File: src/rtl/uart_alu_top_if.sv
// ---------------------------------------------------------------------------
// uart_alu_top_if
// Purpose : groups the two UART pin signals of the serial command processor.
// Signals : rx_i - UART receive line (8N1, LSB first, idle high)
//           tx_o - UART transmit line (8N1, LSB first, idle high)
// Modports: slave  - the processor (samples rx_i, drives tx_o)
//           master - the remote UART / bench (drives rx_i, samples tx_o)
// ---------------------------------------------------------------------------
interface uart_alu_top_if;
    logic rx_i;
    logic tx_o;

    modport slave  (input rx_i, output tx_o);
    modport master (output rx_i, input tx_o);
endinterface

File: src/rtl/uart_alu_top.sv
// ---------------------------------------------------------------------------
// uart_alu_top
// Purpose : serial command processor. Receives packets over a UART, runs a
//           32-bit wrapping ADD or an ECHO, and returns results over UART TX.
// Ports   : clk_i  - system clock, rising edge
//           rst_ni - asynchronous active-low reset
//           uart   - rx_i / tx_o pin pair (slave modport)
// Params  : ClksPerBit - clock cycles per UART bit
// ---------------------------------------------------------------------------
module uart_alu_top #(
    parameter int ClksPerBit = 410
) (
    input  logic           clk_i,
    input  logic           rst_ni,
    uart_alu_top_if.slave  uart
);
    localparam int CW = $clog2(ClksPerBit + 1);
    localparam logic [CW-1:0] Half = CW'(ClksPerBit / 2 - 1);
    localparam logic [CW-1:0] Full = CW'(ClksPerBit - 1);
    localparam logic [7:0] OpAdd  = 8'h01;
    localparam logic [7:0] OpEcho = 8'hEC;

    typedef enum logic [2:0] {RX_IDLE, RX_START, RX_DATA, RX_STOP, RX_WAIT} rx_state_e;
    typedef enum logic [2:0] {PK_OPCODE, PK_RSVD, PK_LEN_LO, PK_LEN_HI, PK_PAYLOAD, PK_RESULT} pk_state_e;
    typedef enum logic {TX_IDLE, TX_BUSY} tx_state_e;

    // Reset is asserted asynchronously but released on a clock edge.
    logic rst_s1_q, rst_s2_q;
    always_ff @(posedge clk_i or negedge rst_ni) begin
        if (!rst_ni) begin
            rst_s1_q <= 1'b0;
            rst_s2_q <= 1'b0;
        end else begin
            rst_s1_q <= 1'b1;
            rst_s2_q <= rst_s1_q;
        end
    end

    rx_state_e rx_st_q, rx_st_d;
    logic rx_s1_q, rx_s1_d, rx_s2_q, rx_s2_d;
    logic [CW-1:0] rx_cnt_q, rx_cnt_d;
    logic [2:0] rx_bit_q, rx_bit_d;
    logic [7:0] rx_sh_q, rx_sh_d, rx_data_q, rx_data_d;
    logic rx_pend_q, rx_pend_d, rx_vld_q, rx_vld_d;

    pk_state_e pk_st_q, pk_st_d;
    logic [7:0] op_q, op_d, len_lo_q, len_lo_d;
    logic [15:0] pay_q, pay_d, cnt_q, cnt_d, len_full, cnt_inc;
    logic [31:0] acc_q, acc_d;
    logic [1:0] ridx_q, ridx_d;
    logic push;
    logic [7:0] push_data;

    logic [7:0] fifo_q [4];
    logic [7:0] fifo_d [4];
    logic [2:0] wp_q, wp_d, rp_q, rp_d, level;
    logic full, empty, pop;

    tx_state_e tx_st_q, tx_st_d;
    logic tx_q, tx_d;
    logic [8:0] tx_sh_q, tx_sh_d;
    logic [3:0] tx_bit_q, tx_bit_d;
    logic [CW-1:0] tx_cnt_q, tx_cnt_d;

    assign len_full = {rx_data_q, len_lo_q};
    assign cnt_inc  = cnt_q + 16'd1;
    assign level    = wp_q - rp_q;
    assign full     = (level == 3'd4);
    assign empty    = (wp_q == rp_q);
    assign uart.tx_o = tx_q;

    // UART receiver: mid-bit sampling counted from the re-checked start bit.
    always_comb begin
        rx_st_d   = rx_st_q;
        rx_s1_d   = uart.rx_i;
        rx_s2_d   = rx_s1_q;
        rx_cnt_d  = rx_cnt_q + CW'(1);
        rx_bit_d  = rx_bit_q;
        rx_sh_d   = rx_sh_q;
        rx_data_d = rx_data_q;
        rx_pend_d = 1'b0;
        rx_vld_d  = rx_pend_q;
        unique case (rx_st_q)
            RX_IDLE: begin
                rx_cnt_d = '0;
                if (!rx_s2_q) rx_st_d = RX_START;
            end
            RX_START: if (rx_cnt_q == Half) begin
                rx_cnt_d = '0;
                rx_bit_d = '0;
                rx_st_d  = rx_s2_q ? RX_IDLE : RX_DATA;
            end
            RX_DATA: if (rx_cnt_q == Full) begin
                rx_cnt_d = '0;
                rx_sh_d  = {rx_s2_q, rx_sh_q[7:1]};
                rx_bit_d = rx_bit_q + 3'd1;
                if (rx_bit_q == 3'd7) rx_st_d = RX_STOP;
            end
            RX_STOP: if (rx_cnt_q == Full) begin
                if (rx_s2_q) begin
                    rx_pend_d = 1'b1;
                    rx_data_d = rx_sh_q;
                    rx_st_d   = RX_IDLE;
                end else begin
                    rx_st_d = RX_WAIT;  // framing error: drop byte, wait for idle line
                end
            end
            RX_WAIT: if (rx_s2_q) rx_st_d = RX_IDLE;
            default: rx_st_d = RX_IDLE;
        endcase
    end

    // Packet FSM. ADD accumulates byte-wise: adding each byte at its
    // little-endian position equals summing the zero-extended operands.
    always_comb begin
        pk_st_d   = pk_st_q;
        op_d      = op_q;
        len_lo_d  = len_lo_q;
        pay_d     = pay_q;
        cnt_d     = cnt_q;
        acc_d     = acc_q;
        ridx_d    = ridx_q;
        push      = 1'b0;
        push_data = rx_data_q;
        unique case (pk_st_q)
            PK_OPCODE: begin
                acc_d  = '0;
                cnt_d  = '0;
                ridx_d = '0;
                if (rx_vld_q) begin
                    op_d    = rx_data_q;
                    pk_st_d = PK_RSVD;
                end
            end
            PK_RSVD: if (rx_vld_q) pk_st_d = PK_LEN_LO;
            PK_LEN_LO: if (rx_vld_q) begin
                len_lo_d = rx_data_q;
                pk_st_d  = PK_LEN_HI;
            end
            PK_LEN_HI: if (rx_vld_q) begin
                pay_d = (len_full > 16'd4) ? len_full - 16'd4 : 16'd0;
                if (len_full > 16'd4) pk_st_d = PK_PAYLOAD;
                else                  pk_st_d = (op_q == OpAdd) ? PK_RESULT : PK_OPCODE;
            end
            PK_PAYLOAD: if (rx_vld_q) begin
                cnt_d = cnt_inc;
                if (op_q == OpAdd)  acc_d = acc_q + (32'(rx_data_q) << {cnt_q[1:0], 3'b000});
                if (op_q == OpEcho) push = 1'b1;
                if (cnt_inc == pay_q) pk_st_d = (op_q == OpAdd) ? PK_RESULT : PK_OPCODE;
            end
            PK_RESULT: if (!full) begin
                push      = 1'b1;
                push_data = 8'(acc_q >> {ridx_q, 3'b000});
                ridx_d    = ridx_q + 2'd1;
                if (ridx_q == 2'd3) pk_st_d = PK_OPCODE;
            end
            default: pk_st_d = PK_OPCODE;
        endcase
    end

    // TX queue and UART transmitter; a push into a full queue is dropped.
    always_comb begin
        fifo_d   = fifo_q;
        wp_d     = wp_q;
        rp_d     = rp_q;
        tx_st_d  = tx_st_q;
        tx_d     = tx_q;
        tx_sh_d  = tx_sh_q;
        tx_bit_d = tx_bit_q;
        tx_cnt_d = tx_cnt_q + CW'(1);
        pop      = 1'b0;
        if (push && !full) begin
            fifo_d[wp_q[1:0]] = push_data;
            wp_d = wp_q + 3'd1;
        end
        unique case (tx_st_q)
            TX_IDLE: begin
                tx_d = 1'b1;
                if (!empty) pop = 1'b1;
            end
            TX_BUSY: if (tx_cnt_q == Full) begin
                tx_cnt_d = '0;
                if (tx_bit_q == 4'd9) begin
                    if (!empty) pop = 1'b1;  // back-to-back frame, no idle gap
                    else begin
                        tx_st_d = TX_IDLE;
                        tx_d    = 1'b1;
                    end
                end else begin
                    tx_d     = tx_sh_q[0];
                    tx_sh_d  = {1'b1, tx_sh_q[8:1]};
                    tx_bit_d = tx_bit_q + 4'd1;
                end
            end
            default: tx_st_d = TX_IDLE;
        endcase
        if (pop) begin
            rp_d     = rp_q + 3'd1;
            tx_st_d  = TX_BUSY;
            tx_d     = 1'b0;
            tx_sh_d  = {1'b1, fifo_q[rp_q[1:0]]};
            tx_bit_d = '0;
            tx_cnt_d = '0;
        end
    end

    always_ff @(posedge clk_i or negedge rst_s2_q) begin
        if (!rst_s2_q) begin
            rx_st_q <= RX_IDLE;  rx_s1_q <= 1'b1;  rx_s2_q <= 1'b1;
            rx_cnt_q <= '0;  rx_bit_q <= '0;  rx_sh_q <= '0;  rx_data_q <= '0;
            rx_pend_q <= 1'b0;  rx_vld_q <= 1'b0;
            pk_st_q <= PK_OPCODE;  op_q <= '0;  len_lo_q <= '0;
            pay_q <= '0;  cnt_q <= '0;  acc_q <= '0;  ridx_q <= '0;
            for (int i = 0; i < 4; i++) fifo_q[i] <= '0;
            wp_q <= '0;  rp_q <= '0;
            tx_st_q <= TX_IDLE;  tx_q <= 1'b1;  tx_sh_q <= '1;
            tx_bit_q <= '0;  tx_cnt_q <= '0;
        end else begin
            rx_st_q <= rx_st_d;  rx_s1_q <= rx_s1_d;  rx_s2_q <= rx_s2_d;
            rx_cnt_q <= rx_cnt_d;  rx_bit_q <= rx_bit_d;  rx_sh_q <= rx_sh_d;
            rx_data_q <= rx_data_d;  rx_pend_q <= rx_pend_d;  rx_vld_q <= rx_vld_d;
            pk_st_q <= pk_st_d;  op_q <= op_d;  len_lo_q <= len_lo_d;
            pay_q <= pay_d;  cnt_q <= cnt_d;  acc_q <= acc_d;  ridx_q <= ridx_d;
            fifo_q <= fifo_d;  wp_q <= wp_d;  rp_q <= rp_d;
            tx_st_q <= tx_st_d;  tx_q <= tx_d;  tx_sh_q <= tx_sh_d;
            tx_bit_q <= tx_bit_d;  tx_cnt_q <= tx_cnt_d;
        end
    end
endmodule

File: src/flat_wrapper.sv
// flat-port wrapper written by rule: the top's interface ports become plain ports
module uart_alu_top_flat 
#(
    parameter int ClksPerBit = 410
)
  (clk_i, rst_ni, uart_rx_i, uart_tx_o);
  uart_alu_top_if uart_i ();
  input  logic clk_i;
  input  logic rst_ni;
  input wire logic [$bits(uart_i.rx_i)-1:0] uart_rx_i;
  output wire logic [$bits(uart_i.tx_o)-1:0] uart_tx_o;
  assign uart_i.rx_i = uart_rx_i;
  assign uart_tx_o = uart_i.tx_o;
  uart_alu_top #(.ClksPerBit(ClksPerBit)) u_core (.clk_i(clk_i), .rst_ni(rst_ni), .uart(uart_i));
endmodule
File: config.mk
export PLATFORM = sky130hd
export DESIGN_NAME = uart_alu_top_flat
export DESIGN_NICKNAME = d
export VERILOG_FILES = /design/src/rtl/uart_alu_top_if.sv /design/src/rtl/uart_alu_top.sv /design/src/flat_wrapper.sv
export SDC_FILE = /design/constraint.sdc
export NUM_CORES = 1
export LEC_CHECK = 0
export ABC_AREA = 1
export BUFFER_PORTS_ARGS = -buffer_cell sky130_fd_sc_hd__clkbuf_2
export CAP_MARGIN = 20
export CORE_MARGIN = 1
export CORE_UTILIZATION = 66
export CTS_BUF_LIST = sky130_fd_sc_hd__clkbuf_8
export DETAILED_ROUTE_END_ITERATION = 8
export PLACE_DENSITY = 0.82
export RECOVER_POWER = 100
export SLEW_MARGIN = 20
export SYNTH_ARGS = -nofsm -noshare
export SYNTH_HDL_FRONTEND = slang
export SYNTH_SLANG_ARGS = --single-unit
File: constraint.sdc
create_clock -name clk_i -period 7.1 [get_ports clk_i]
set_clock_uncertainty 0.2 [all_clocks]
set_input_delay 1.42 -clock clk_i [delete_from_list [all_inputs] [get_ports clk_i]]
set_output_delay 1.42 -clock clk_i [all_outputs]
set_load 0.02 [all_outputs]
==> results.py <==
metrics = {
    "power": {
        "p_per_area_nw_per_um2": 183,
        "power.internal_mw": 1.59,
        "max-vdd-ir-drop_mv": 0.153,
        "comb_power_share": 0.056,
        "swShare": 0.242,
        "seq_power_share": 0.517,
        "p_sw_mw": 0.508,
        "total_power_mw": 2.10,
        "p_leak_nw": 5.29,
        "pwr-share-clk": 0.427,
    },
    "critical_path": {
        "startpoint": "u_core.op_q[1]",
        "reg2reg_from": "u_core.op_q[1]",
        "start_kind": "flop",
        "critPathKind": "flop to flop",
        "crit_path_end_kind": "flop",
        "worst-path-max-fanout": 23,
        "worst-endpoint-arrival_ns": 4.09,
        "cp_data_required_time_ns": 7.27,
    },
    "grt": {
        "grt_pass1_wl_um": 44400,
        "grtUsageTotal": 0.341,
        "grt_max_degree": 78,
        "globalRouteOverflowTotal": 0,
        "grt_antenna_before_repair": 0,
        "grt_pass1_vias": 8902,
    },
    "final_layout": {
        "drive_gt1_frac": 0.0444,
        "design_area_sq_um": 11500,
        "multiInputGateArea_sq_um": 5450,
        "diodes": 0,
        "nets": 1484,
        "fillers": 1316,
        "areaGrowthSynthToFinish_pct": 5.74,
        "seq_area_sq_um": 4590,
        "final_cell_mix": "339 x nand2_1, 175 x o21ai_0, 172 x dfrtp_1",
        "mostFrequentLayoutCell": "nand2_1",
    },
    "route": {
        "finalWirelength_um": 26900,
        "drc": 0,
        "drt_iter0_markers": 947,
        "dr.pass1.iters": 6,
        "vias_per_cell": 5.91,
        "wl_per_cell_um": 16.2,
        "ant_nets": 0,
        "num_vias": 9793,
    },
    "synth": {
        "synth_edf_count": 0,
        "yosys_warnings": 0,
        "synth_cell_types": 51,
        "yosys-top-cells-area": "dfrtp_1 40%, nand2_1 12%, o21ai_0 7.7%",
        "syn_area_sq_um": 10900,
        "synth-seq-cells": 183,
        "postSynthAreaPerCell_sq_um": 7.55,
        "synth_nets": 1493,
        "async_flop_share": 1.00,
        "netlist.area_leader.share": 0.396,
        "ys.flop_type": "dfrtp_1",
        "syn_inst": 1438,
        "synth_seq_area_share": 0.423,
        "yosysTopAreaCell": "dfrtp_1",
    },
    "placed_design": {
        "gp_congestion": 1.01,
        "io_buffer_count": 3,
        "place_area_sq_um": 11000,
        "hpwl_um": 19100,
        "dp_slack_ns": 3.62,
    },
    "timing": {
        "hold_viol": 0,
        "finalCriticalPeriod_ns": 3.92,
        "rsz0062_at_grt": "false",
        "whs_ns": 0.160,
        "finalCritPeriodShare": 0.552,
        "setup_tns_ns": 0,
        "max_freq_ghz": 0.255,
        "drv_slew": 71,
        "finalSetupViolCount": 0,
        "tightest_slew_ns": 2.04,
        "slew_headroom": -0.371,
        "setup_ws_ns": 3.18,
    },
    "floorplanning": {
        "die_h_um": 130,
        "core_area_sq_um": 16000,
        "start_util": 0.679,
        "die_w_um": 130,
        "pin_count": 4,
        "row_count": 46,
        "dieArea_sq_um": 17000,
    },
    "run_status": {
        "violations": "max-capacitance violations, max-slew violations",
        "outcome": "finished with violations",
    },
    "clocking": {
        "post_cts_buffers": 0,
        "insertion_delay_ns": 0.48,
        "cts_buffer_depth": 2,
        "ctsResizeCount": 0,
        "cts_tree": "done",
        "path_clk_slew_ns": 0.10,
        "cts_hold_buffers": 0,
        "cts-root-buf": "clkbuf_8",
        "clock_sinks": 183,
        "h-tree-depth": 4,
        "cts_made_buffers": 17,
    },
    "job": {
        "drv_cap": 2,
    },
    "min_path": {
        "hp-start": "u_core.rst_s1_q",
        "hold_path.class": "flop to flop",
    },
}
[metrics by stage]
stage | std cells | util
final | 1658 | 0.718
after detailed placement | 1625 | 0.688
after global routing | 1658 | 0.718
after global placement | 1625 | 0.688
after floorplan | 1438 | -
after CTS | 1657 | 0.720
[sequential cells by signal, summed over array words and instances (netlist names), 2 cells and up]
name and flops:
u_core.acc_q 32, u_core.cnt_q 16, u_core.fifo_q 32, u_core.len_lo_q 8
u_core.op_q 8, u_core.pay_q 16, u_core.pk_st_q 3, u_core.ridx_q 2
u_core.rp_q 3, u_core.rx_bit_q 3, u_core.rx_cnt_q 9, u_core.rx_data_q 8
u_core.rx_sh_q 8, u_core.rx_st_q 3, u_core.tx_bit_q 4, u_core.tx_cnt_q 9
u_core.tx_sh_q 8, u_core.wp_q 3
[critical path: stages, from the launching register on]
cell     delay, ns
dfrtp_1       0.41
nor4b_1       0.31
nand2_1       0.19
nor2_1        0.34
inv_1         0.11
a21oi_1       1.02
inv_1         0.80
a32o_1        0.43
[power groups by stage]
stage          combinational (mW)  sequential, mW  clock, mW
6_report                    0.117            1.09      0.897
5_1_grt                     0.143            1.09      0.946
2_1_floorplan              0.0828            1.11          0
4_1_cts                     0.119            1.09      0.905
3_3_place_gp                0.116            1.11          0
3_5_place_dp                0.118            1.11          0
[layer usage]
metal / GRT usage / part of all wire / vias up
li1: - / - / 4785
met1: 0.468 / 0.44 / 4509
met2: 0.536 / 0.45 / 419
met3: 0.0537 / 0.076 / 80
met4: 0.150 / 0.034 / 0
met5: 0 / 0 / -
[cells by family (layout without fill, tap and decap cells)]
kind of cell / count (synthesis) / count (layout) / share of synthesized area
buf+inv: 197 / 201 / 0.0710
compound gates: 322 / 322 / 0.161
fa+ha+maj: 52 / 52 / 0.0606
other cells: 1 / 1 / 0.000345
xor+xnor: 29 / 29 / 0.0234
flops: 183 / 183 / 0.423
simple gates: 653 / 653 / 0.260
mux: 1 / 1 / 0.00104
[cells in the mapped netlist (all sizes together), types with 2 or more instances]
library cell and n:
a21oi 77, nor4 5, a211oi 2, nor3 55, o31ai 3, o21bai 3
nand3b 4, xor2 19, buf 17, o211ai 2, a31oi 12, nor2 125
ha 51, nor3b 2, nand2 345, a21o 4, o21a 5, o22ai 27
xnor2 10, inv 153, o21ai 181, nand4 9, or2 4, dfstp 11
dfrtp 172, clkbuf 18, a22o 3, nand3 102, clkinv 9
[path summary, 6_finish.rpt]
kind / end / slack, ns / depth (start not counted)
worst max-delay path: u_core.acc_q[14] / 3.18 / 7
worst min-delay path: u_core.rst_s2_q / 0.16 / 0
worst max register to register: u_core.acc_q[14] / 3.18 / 7
worst min register to register: u_core.rst_s2_q / 0.16 / 0
max in group asynchronous: u_core.rx_s1_q / 4.03 / 2
min in group asynchronous: u_core.rst_s1_q / 0.49 / 1
[cell type report]
cell class / instances / share of cell area
multi-input cells: 1058 / 0.474
flip-flops and latches: 183 / 0.400
inverters: 162 / 0.0530
clock inverters: 15 / 0.0240
well taps: 216 / 0.0235
clock buffers: 17 / 0.0204
repair buffers: 7 / 0.00479
Note: power is estimated with default switching activity, not from simulation.
